## config.mk

```make
export PLATFORM = sky130hd
export DESIGN_NAME = regfile_writeback
export DESIGN_NICKNAME = d
export VERILOG_FILES = /design/src/rtl/regfile_writeback.sv
export SDC_FILE = /design/constraint.sdc
export NUM_CORES = 1
export LEC_CHECK = 0
export CAP_MARGIN = 40
export CELL_PAD_IN_SITES_DETAIL_PLACEMENT = 1
export CELL_PAD_IN_SITES_GLOBAL_PLACEMENT = 1
export CORE_MARGIN = 10
export CORE_UTILIZATION = 32
export CTS_CLUSTER_SIZE = 14
export DETAILED_ROUTE_END_ITERATION = 6
export PLACE_DENSITY = 0.85
export SETUP_SLACK_MARGIN = 0.05
export SYNTH_ARGS = -nofsm -noshare
export SYNTH_HDL_FRONTEND = slang
export SYNTH_SLANG_ARGS = --single-unit
```

## constraint.sdc

```tcl
create_clock -name clk -period 1.5 [get_ports clk]
set_clock_uncertainty 0.2 [all_clocks]
set_input_delay 0.3 -clock clk [delete_from_list [all_inputs] [get_ports clk]]
set_output_delay 0.3 -clock clk [all_outputs]
set_load 0.02 [all_outputs]
```

## src/rtl/regfile_writeback.sv

```systemverilog
// Writeback merge for the 32x32 register file: ALU results win the single write port,
// a colliding load is parked in a 1-entry buffer, and a scoreboard tracks outstanding loads.
module regfile_writeback #(
   parameter int XLEN     = 32,
   parameter int MAX_WAIT = 4
) (
   input  logic            clk,
   input  logic            rst_n,
   input  logic            alu_valid,
   output logic            alu_ready,
   input  logic [4:0]      alu_rd,
   input  logic [XLEN-1:0] alu_data,
   input  logic            ld_issue,
   input  logic [4:0]      ld_issue_rd,
   input  logic            ld_valid,
   output logic            ld_ready,
   input  logic [4:0]      ld_rd,
   input  logic [XLEN-1:0] ld_data,
   output logic            rf_write,
   output logic [4:0]      rf_wa,
   output logic [XLEN-1:0] rf_wdata,
   output logic [31:0]     pending
);
   typedef struct packed {
      logic [4:0]      rd;
      logic [XLEN-1:0] data;
   } wb_t;

   localparam int CW = $clog2(MAX_WAIT + 1);

   logic          buf_full;
   wb_t           buf_q;
   logic [CW-1:0] wait_cnt;
   logic          rf_ld;
   logic [31:1]   pend_q;

   wb_t  sel;
   logic sel_vld, sel_ld, drain, alu_acc, ld_acc;

   assign ld_ready  = !buf_full;
   assign alu_ready = !(buf_full && (wait_cnt >= CW'(MAX_WAIT)));
   assign alu_acc   = alu_valid && alu_ready;
   assign ld_acc    = ld_valid && ld_ready;

   always_comb begin
      sel     = '0;
      sel_vld = 1'b0;
      sel_ld  = 1'b0;
      drain   = 1'b0;
      if (alu_acc) begin
         sel     = '{rd: alu_rd, data: alu_data};
         sel_vld = 1'b1;
      end else if (buf_full) begin
         sel     = buf_q;
         sel_vld = 1'b1;
         sel_ld  = 1'b1;
         drain   = 1'b1;
      end else if (ld_valid) begin
         sel     = '{rd: ld_rd, data: ld_data};
         sel_vld = 1'b1;
         sel_ld  = 1'b1;
      end
   end

   always_ff @(posedge clk or negedge rst_n) begin
      if (!rst_n) begin
         rf_write <= 1'b0;
         rf_wa    <= '0;
         rf_wdata <= '0;
         rf_ld    <= 1'b0;
         buf_full <= 1'b0;
         buf_q    <= '0;
         wait_cnt <= '0;
      end else begin
         // x0 results are consumed but never reach the port
         rf_write <= sel_vld && (sel.rd != 5'd0);
         rf_ld    <= sel_vld && sel_ld && (sel.rd != 5'd0);
         if (sel_vld) begin
            rf_wa    <= sel.rd;
            rf_wdata <= sel.data;
         end
         if (alu_acc && ld_acc) begin
            buf_full <= 1'b1;
            buf_q    <= '{rd: ld_rd, data: ld_data};
         end else if (drain) begin
            buf_full <= 1'b0;
         end
         if (buf_full && !drain)
            wait_cnt <= (wait_cnt >= CW'(MAX_WAIT)) ? wait_cnt : wait_cnt + CW'(1);
         else
            wait_cnt <= '0;
      end
   end

   // A pending bit drops when the RF actually takes the load write; a same-edge issue wins.
   for (genvar r = 1; r < 32; r++) begin : g_sb
      always_ff @(posedge clk or negedge rst_n) begin
         if (!rst_n)
            pend_q[r] <= 1'b0;
         else if (ld_issue && (ld_issue_rd == 5'(r)))
            pend_q[r] <= 1'b1;
         else if (rf_write && rf_ld && (rf_wa == 5'(r)))
            pend_q[r] <= 1'b0;
      end
   end

   assign pending = {pend_q, 1'b0};
endmodule

```

==> results of run 1 <==
-- report_power, final --
part / total [mW] / internal (mW) / leakage (nW) / switching [mW]
clock: 2.36 / 1.28 / 0.135 / 1.08
combinational: 2.95 / 1.37 / 1.80 / 1.58
sequential: 4.04 / 3.60 / 1.28 / 0.438
-- area by class of cell --
| class | count | area (µm²) | share of cell area |
|---|---|---|---|
| clock inverters | 4 | 47.5 | 0.00628 |
| clock buffers | 11 | 233 | 0.0307 |
| flip-flops and latches | 111 | 2780 | 0.367 |
| inverters | 3 | 15.0 | 0.00198 |
| repair buffers | 225 | 2090 | 0.275 |
| well taps | 184 | 230 | 0.0304 |
| multi-input cells | 274 | 2180 | 0.288 |
-- through the flow --
step,total power [mW],hold WS [ns]
after detailed placement,6.86,-0.0397
after CTS,9.16,0.136
after floorplan,5.19,-0.196
after global placement,6.67,-0.0462
final,9.35,0.146
after global routing,9.79,0.160
-- sequential cells by signal, indices dropped and copies added, names as in the netlist --
name and count:
buf_q 37, rf_wdata 32, pending 31, rf_wa 5, wait_cnt 3, buf_full 1
rf_ld 1, rf_write 1
-- cell usage in the layout (no fill, tap or decap), types with 15 or more instances in the layout --
cell             count
mux2_2              16
o21ai_1             73
a22oi_2             15
a22oi_1             49
mux2_4              21
buf_2               59
buf_6               26
clkdlybuf4s50_1     81
buf_4               40
dfrtp_1            107
-- layer usage --
layer / up-vias / GRT usage
li1: 1966 / -
met1: 2283 / 0.205
met2: 171 / 0.322
met3: 26 / 0.0551
met4: 2 / 0.0586
met5: - / 0
-- worst max-delay path: cells and delay by family (launching register included) --
family | cells | cell delay, ns
buf+inv | 1 | 0.24
compound gates | 3 | 0.70
flops | 1 | 0.50
-- cell families after synthesis --
family,Yosys count,synth area share
compound gates,173,0.226
fa+ha+maj,2,0.00524
other cells,1,0.000785
flops,111,0.582
simple gates,61,0.0700
buf+inv,28,0.0288
mux,37,0.0873
-- final timing paths --
check | to | slack, ns
max in group asynchronous | wait_cnt[2]$_DFFE_PN0P_ | 0.41
worst max register to register | rf_ld$_DFF_PN0_ | -0.28
worst max-delay path | rf_ld$_DFF_PN0_ | -0.28
min in group clk | wait_cnt[0]$_DFFE_PN0P_ | 0.27
worst min register to register | wait_cnt[0]$_DFFE_PN0P_ | 0.27
worst min-delay path | pending[31]$_DFFE_PN0P_ | 0.15
-- repair_timing --
action	in CTS	in global routing
endpoints found under the setup margin	173	122
buffers inserted	15	14
cloned	6	0
hold endpoints to repair	111	0
pin swaps	23	18
hold buffers	1	0
gates resized for setup	437	58
==> qor.txt, run 1 <==
Status = finished, violations left
Antenna violations before repair = 1
Total standard cell area after synthesis = 4770 µm²
Critical-path cell list = buf_4 -> a221oi_2 -> o22a_1 -> a311oi_2
Total count of max-transition violations in the final report = 0
Final worst path period need = 1.78 ns
Setup Viol. Count Final = 84
Area Overhead vs Synth = 58.6%
Die span in y = 142 µm
Post-Syn Instances = 413
Clock root buffer master = clkbuf_16
Starting utilization of the core area = 0.327
Width of the die = 142 µm
Clock tree from TritonCTS = done
Filler cell count in the final layout = 1520
Most used DFF post-synth = dfrtp_1
Number of placed I/O pins = 156
Wire length of the first global-routing pass = 29000 µm
Aggregate routed wire length = 19000 µm
Clock latency at the later pin of the worst-skew pair = 0.35 ns
Routed wirelength normalized by instance count = 23.4 µm
Max stage delay on crit path = 0.50 ns
Total negative slack = -14.51 ns
Number of port buffers = 154
Post-route met1 wirelength = 7470 µm
Class of the tightest hold or removal check = in2async
Longest Clk Path Bufs = 2
Maximum capacitance violations = 0
Highest-delay cell along the critical path = dfrtp_2
Fraction of layout instances using a drive strength above 1 = 0.396
Antenna Cells = 0
Number of remaining DRC errors = 0
Final non-filler cell total = 812
Library cell occupying the most area in the post-synthesis netlist = dfrtp_1
Post-detailed-placement cell area = 6780 µm²
HPWL after DPL = 12900 µm
FFs w/ async S/R, synth = 1.00
Number of global-route vias before repair = 5053
Placer's final routability congestion estimate = 0.849
Vias after detailed routing = 4448
Violated checks = negative setup slack
Maximum VDD drop = 0.000500 V
Flip-flop and latch count after synthesis = 111
H-tree levels = 3
Max frequency = 562 MHz
Launch point of the worst reg-to-reg path = buf_full$_DFFE_PN0P_
Crit Path Class = reg2reg
Met3 wire len = 1300 µm
Top post-synthesis cells by count = dfrtp_1 (111), o21ai_0 (99), a22oi_1 (64), mux2_2 (37), nand2_1 (15)
Share of the clock period used by the worst path = 1.19
Startpoint type of the worst setup path = flip-flop
Unrepaired setup endpoints after global routing = yes
Total die area = 20200 µm²
Iter 0 DRT Violations = 227
Data required, critical path = 1.51 ns
Critical path endpoint category = flip-flop
Gr ovfl total = 0
Core Footprint = 14600 µm²
Average cell area after synthesis = 11.6 µm²
Utilization of the core after routing = 0.519
Count of standard-cell rows = 44
Register clock-pin slew on the reported worst setup and hold paths = 0.08 ns
Nets = 710
WL met2 = 9890 µm
Most frequently used cell type in the post-synthesis netlist = dfrtp_1
Max Fanout on Critical Path = 15
Number of vias per cell after detailed routing = 5.48
Proportion of netlist area held by the largest area contributor = 0.582
Number of unique standard cell types used by synthesis = 34
Power Dens Cells = 1230 nW/µm²
Post-Layout Inst Area = 7570 µm²
Top Metal Used = met5
Synthesis warning total = 0
Total count of hold-check failures in the final report = 0
Min setup slack post-route = -0.280 ns
Pre-CTS setup slack = -0.618 ns
Number of optimization iterations in the first detailed-route pass = 4
Antenna Nets Post-Route = 0
Synthesized netlist net count = 499
Number of flops mapped to enable cells by yosys = 0
Leading post-synthesis cells by cell area = dfrtp_1 (58%), o21ai_0 (10%), a22oi_1 (10%), mux2_2 (8.7%), nand2b_1 (1.6%)
Share of the yosys chip area belonging to registers = 0.582
Sinks on the clock net = 111
Aggregate global-route resource usage = 0.182
CP Launch Point = buf_full$_DFFE_PN0P_
Cell depth of the worst flop-to-flop path = 4
Post-Place Cells = 761
Leakage dissipation = 3.21 nW
Maximum number of pins on one net before global-route repair = 54
Data arrival time of the worst path = 1.79 ns
Number of clock buffers inserted by TritonCTS = 9
No activity file was read; power rests on OpenSTA's default activity.
==> inputs of run 2 (changes only) <==
--- a/config.mk
+++ b/config.mk
@@ -17,3 +17,4 @@
 export SYNTH_ARGS = -nofsm -noshare
 export SYNTH_HDL_FRONTEND = slang
 export SYNTH_SLANG_ARGS = --single-unit
+export TNS_END_PERCENT = 20
==> run 2 against run 1 <==
The flow still finishes with violations (negative setup slack). First-iteration DRC count decreased by 32%. Final area decreased by 2.7%. Non-clock buffer count decreased by 21. Sequential share of layout area increased by 1.0 points. Critical path depth increased by 1. Sequential power decreased by 1%. Global-route usage decreased by 1.8 points.
==> qor.txt, run 2 (synthesized netlist as in run 1, its figures left out) <==
Status = finished, violations left
Violated checks = negative setup slack
Total count of hold-check failures in the final report = 0 (unchanged)
HPWL after DPL = 12400 µm (-3.4%)
Sinks on the clock net = 111 (unchanged)
Total count of max-transition violations in the final report = 0 (unchanged)
Power Dens Cells = 1280 nW/µm² (+3.7%)
Antenna violations before repair = 0 (-1)
Nets = 689 (-3.0%)
Largest register FFs = 37 (unchanged)
Setup Viol. Count Final = 86 (+2.4%)
Share of the clock period used by the worst path = 1.21 (+0.0229)
Die span in y = 142 µm (unchanged)
Commonest non-fill, non-tap cells in the layout = dfrtp_1 (106), clkdlybuf4s50_1 (81), o21ai_1 (70), buf_2 (56), a22oi_1 (38)
Maximum number of pins on one net before global-route repair = 38 (-30%)
Final non-filler cell total = 792 (-2.5%)
Register clock-pin slew on the reported worst setup and hold paths = 0.07 ns (about the same)
Fraction of layout instances using a drive strength above 1 = 0.368 (-0.0281)
Antenna Nets Post-Route = 0 (unchanged)
Maximum capacitance violations = 0 (unchanged)
Clock root buffer master = clkbuf_16
Number of optimization iterations in the first detailed-route pass = 4 (unchanged)
Aggregate global-route resource usage = 0.164 (-0.0181)
Starting utilization of the core area = 0.327 (unchanged)
Maximum VDD drop = 0.000510 V (+2.0%)
Leakage dissipation = 3.02 nW (-6.0%)
Filler cell count in the final layout = 1529 (+0.59%)
Final worst path period need = 1.81 ns (+0.0343 ns)
Number of clock buffers inserted by TritonCTS = 9 (unchanged)
Max Fanout on Critical Path = 14 (-1)
Number of remaining DRC errors = 0 (unchanged)
Wire length of the first global-routing pass = 26300 µm (-9.3%)
Placer's final routability congestion estimate = 0.794 (-6.5%)
Core Footprint = 14600 µm² (unchanged)
Total die area = 20200 µm² (unchanged)
Max frequency = 551 MHz (-1.9%)
Data required, critical path = 1.53 ns (+0.02 ns)
Gr ovfl total = 0 (unchanged)
Overall Power = 9.44 mW (+0.99%)
Longest Clk Path Bufs = 2 (unchanged)
Number of placed I/O pins = 156 (unchanged)
Area Overhead vs Synth = 54.4%
Crit Path Class = reg2reg
Vias after detailed routing = 4257 (-4.3%)
Routed wirelength normalized by instance count = 21.7 µm (-7.3%)
Most common cell after layout, fill and taps aside = dfrtp_1
Pre-CTS setup slack = -0.596 ns (+0.0216 ns)
Clock latency at the later pin of the worst-skew pair = 0.36 ns (about the same)
Unrepaired setup endpoints after global routing = yes
Startpoint type of the worst setup path = flip-flop
Clock tree from TritonCTS = done
Count of standard-cell rows = 44 (unchanged)
Width of the die = 142 µm (unchanged)
Class of the tightest hold or removal check = in2async
Iter 0 DRT Violations = 155 (-32%)
Post-Place Cells = 763 (+0.26%)
Register name with the most flops = buf_q
Number of port buffers = 154 (unchanged)
Data arrival time of the worst path = 1.85 ns (+0.06 ns)
H-tree levels = 3 (unchanged)
Number of vias per cell after detailed routing = 5.38 (-1.9%)
Number of global-route vias before repair = 4807 (-4.9%)
Min setup slack post-route = -0.314 ns (-0.0343 ns)
Critical path endpoint category = flip-flop
Antenna Cells = 0 (unchanged)
Aggregate routed wire length = 17200 µm (-9.6%)
## run 2: cell count changes in the layout (fill, tap and decap cells not counted), moves of 4 or more
cell	change
buf_16	-6
mux2_2	+14
buf_6	-4
a22oi_2	+11
o21ai_2	-13
clkbuf_8	+4
buf_4	-13
mux2_4	-14
a22oi_1	-11
o21ai_0	+16
## run 2: power by group
part | internal [mW] | total [mW] | switching (mW) | leakage (nW)
clock | 1.65 | 2.76 | 1.11 | 0.169
combinational | 1.21 | 2.68 | 1.48 | 1.58
sequential | 3.60 | 4.00 | 0.399 | 1.27
total | 6.46 | 9.44 | 2.98 | 3.02
## run 2: routing by layer
layer	routed length, µm	global-route usage	vias to the layer above
met1	6780	0.181	2153
met2	8920	0.293	157
li1	-	-	1919
met4	436	0.0683	0
met3	1060	0.0404	28
met5	0	0	-
## run 2: final cells by class
type	count	area, µm²	share of cell area
clock buffers	14	284	0.0385
clock inverters	2	60.1	0.00815
inverters	3	15.0	0.00204
multi-input cells	274	2120	0.287
flip-flops and latches	111	2780	0.378
well taps	184	230	0.0312
repair buffers	204	1880	0.255
## run 2: timing repair
item	CTS	global route
hold buffers	1	0
cloned	0	2
pin swaps	8	23
gates resized for setup	347	107
setup buffers	7	3
hold endpoints to repair	111	0
setup endpoints to repair	169	117
## run 2: path summary, 6_finish.rpt
kind / endpoint / startpoint / cells after the start / slack (ns)
worst max register to register: rf_write$_DFF_PN0_ / buf_full$_DFFE_PN0P_ / 5 / -0.31
worst min-delay path: buf_q[34]$_DFFE_PN0P_ / rst_n / 2 / 0.22
max in group asynchronous: buf_q[19]$_DFFE_PN0P_ / rst_n / 3 / 0.38
min in group clk: wait_cnt[0]$_DFFE_PN0P_ / wait_cnt[0]$_DFFE_PN0P_ / 1 / 0.26
worst min register to register: wait_cnt[0]$_DFFE_PN0P_ / wait_cnt[0]$_DFFE_PN0P_ / 1 / 0.26
worst max-delay path: rf_write$_DFF_PN0_ / buf_full$_DFFE_PN0P_ / 5 / -0.31
## run 2: worst max-delay path: stages (launching register included)
cell and delay [ns]:
dfrtp_2 0.44, buf_6 0.15, buf_8 0.15, a221oi_4 0.38, o22a_1 0.24, nand3_1 0.11
## run 2: metrics by stage
stage,hold WS [ns],instance area [µm²],setup TNS (ns),utilization
after detailed placement,0.0287,6820,-41.98,0.467
after global routing,0.242,7370,-15.60,0.505
after CTS,0.225,7040,-4.98,0.483
final,0.216,7370,-9.98,0.505
after global placement,0.0196,6820,-35.68,0.467
after floorplan,-0.196,4810,-4.67,-
==> inputs of run 3 (changes only) <==
--- a/config.mk
+++ b/config.mk
@@ -5,6 +5,7 @@
 export SDC_FILE = /design/constraint.sdc
 export NUM_CORES = 1
 export LEC_CHECK = 0
+export ABC_CLOCK_PERIOD_IN_PS = 1500
 export CAP_MARGIN = 40
 export CELL_PAD_IN_SITES_DETAIL_PLACEMENT = 1
 export CELL_PAD_IN_SITES_GLOBAL_PLACEMENT = 1
@@ -14,7 +15,7 @@
 export DETAILED_ROUTE_END_ITERATION = 6
 export PLACE_DENSITY = 0.85
 export SETUP_SLACK_MARGIN = 0.05
+export SLEW_MARGIN = 10
 export SYNTH_ARGS = -nofsm -noshare
 export SYNTH_HDL_FRONTEND = slang
 export SYNTH_SLANG_ARGS = --single-unit
-export TNS_END_PERCENT = 20
==> results of run 3 <==
No change in the layout: final DEF, timing and power equal those of run 1.
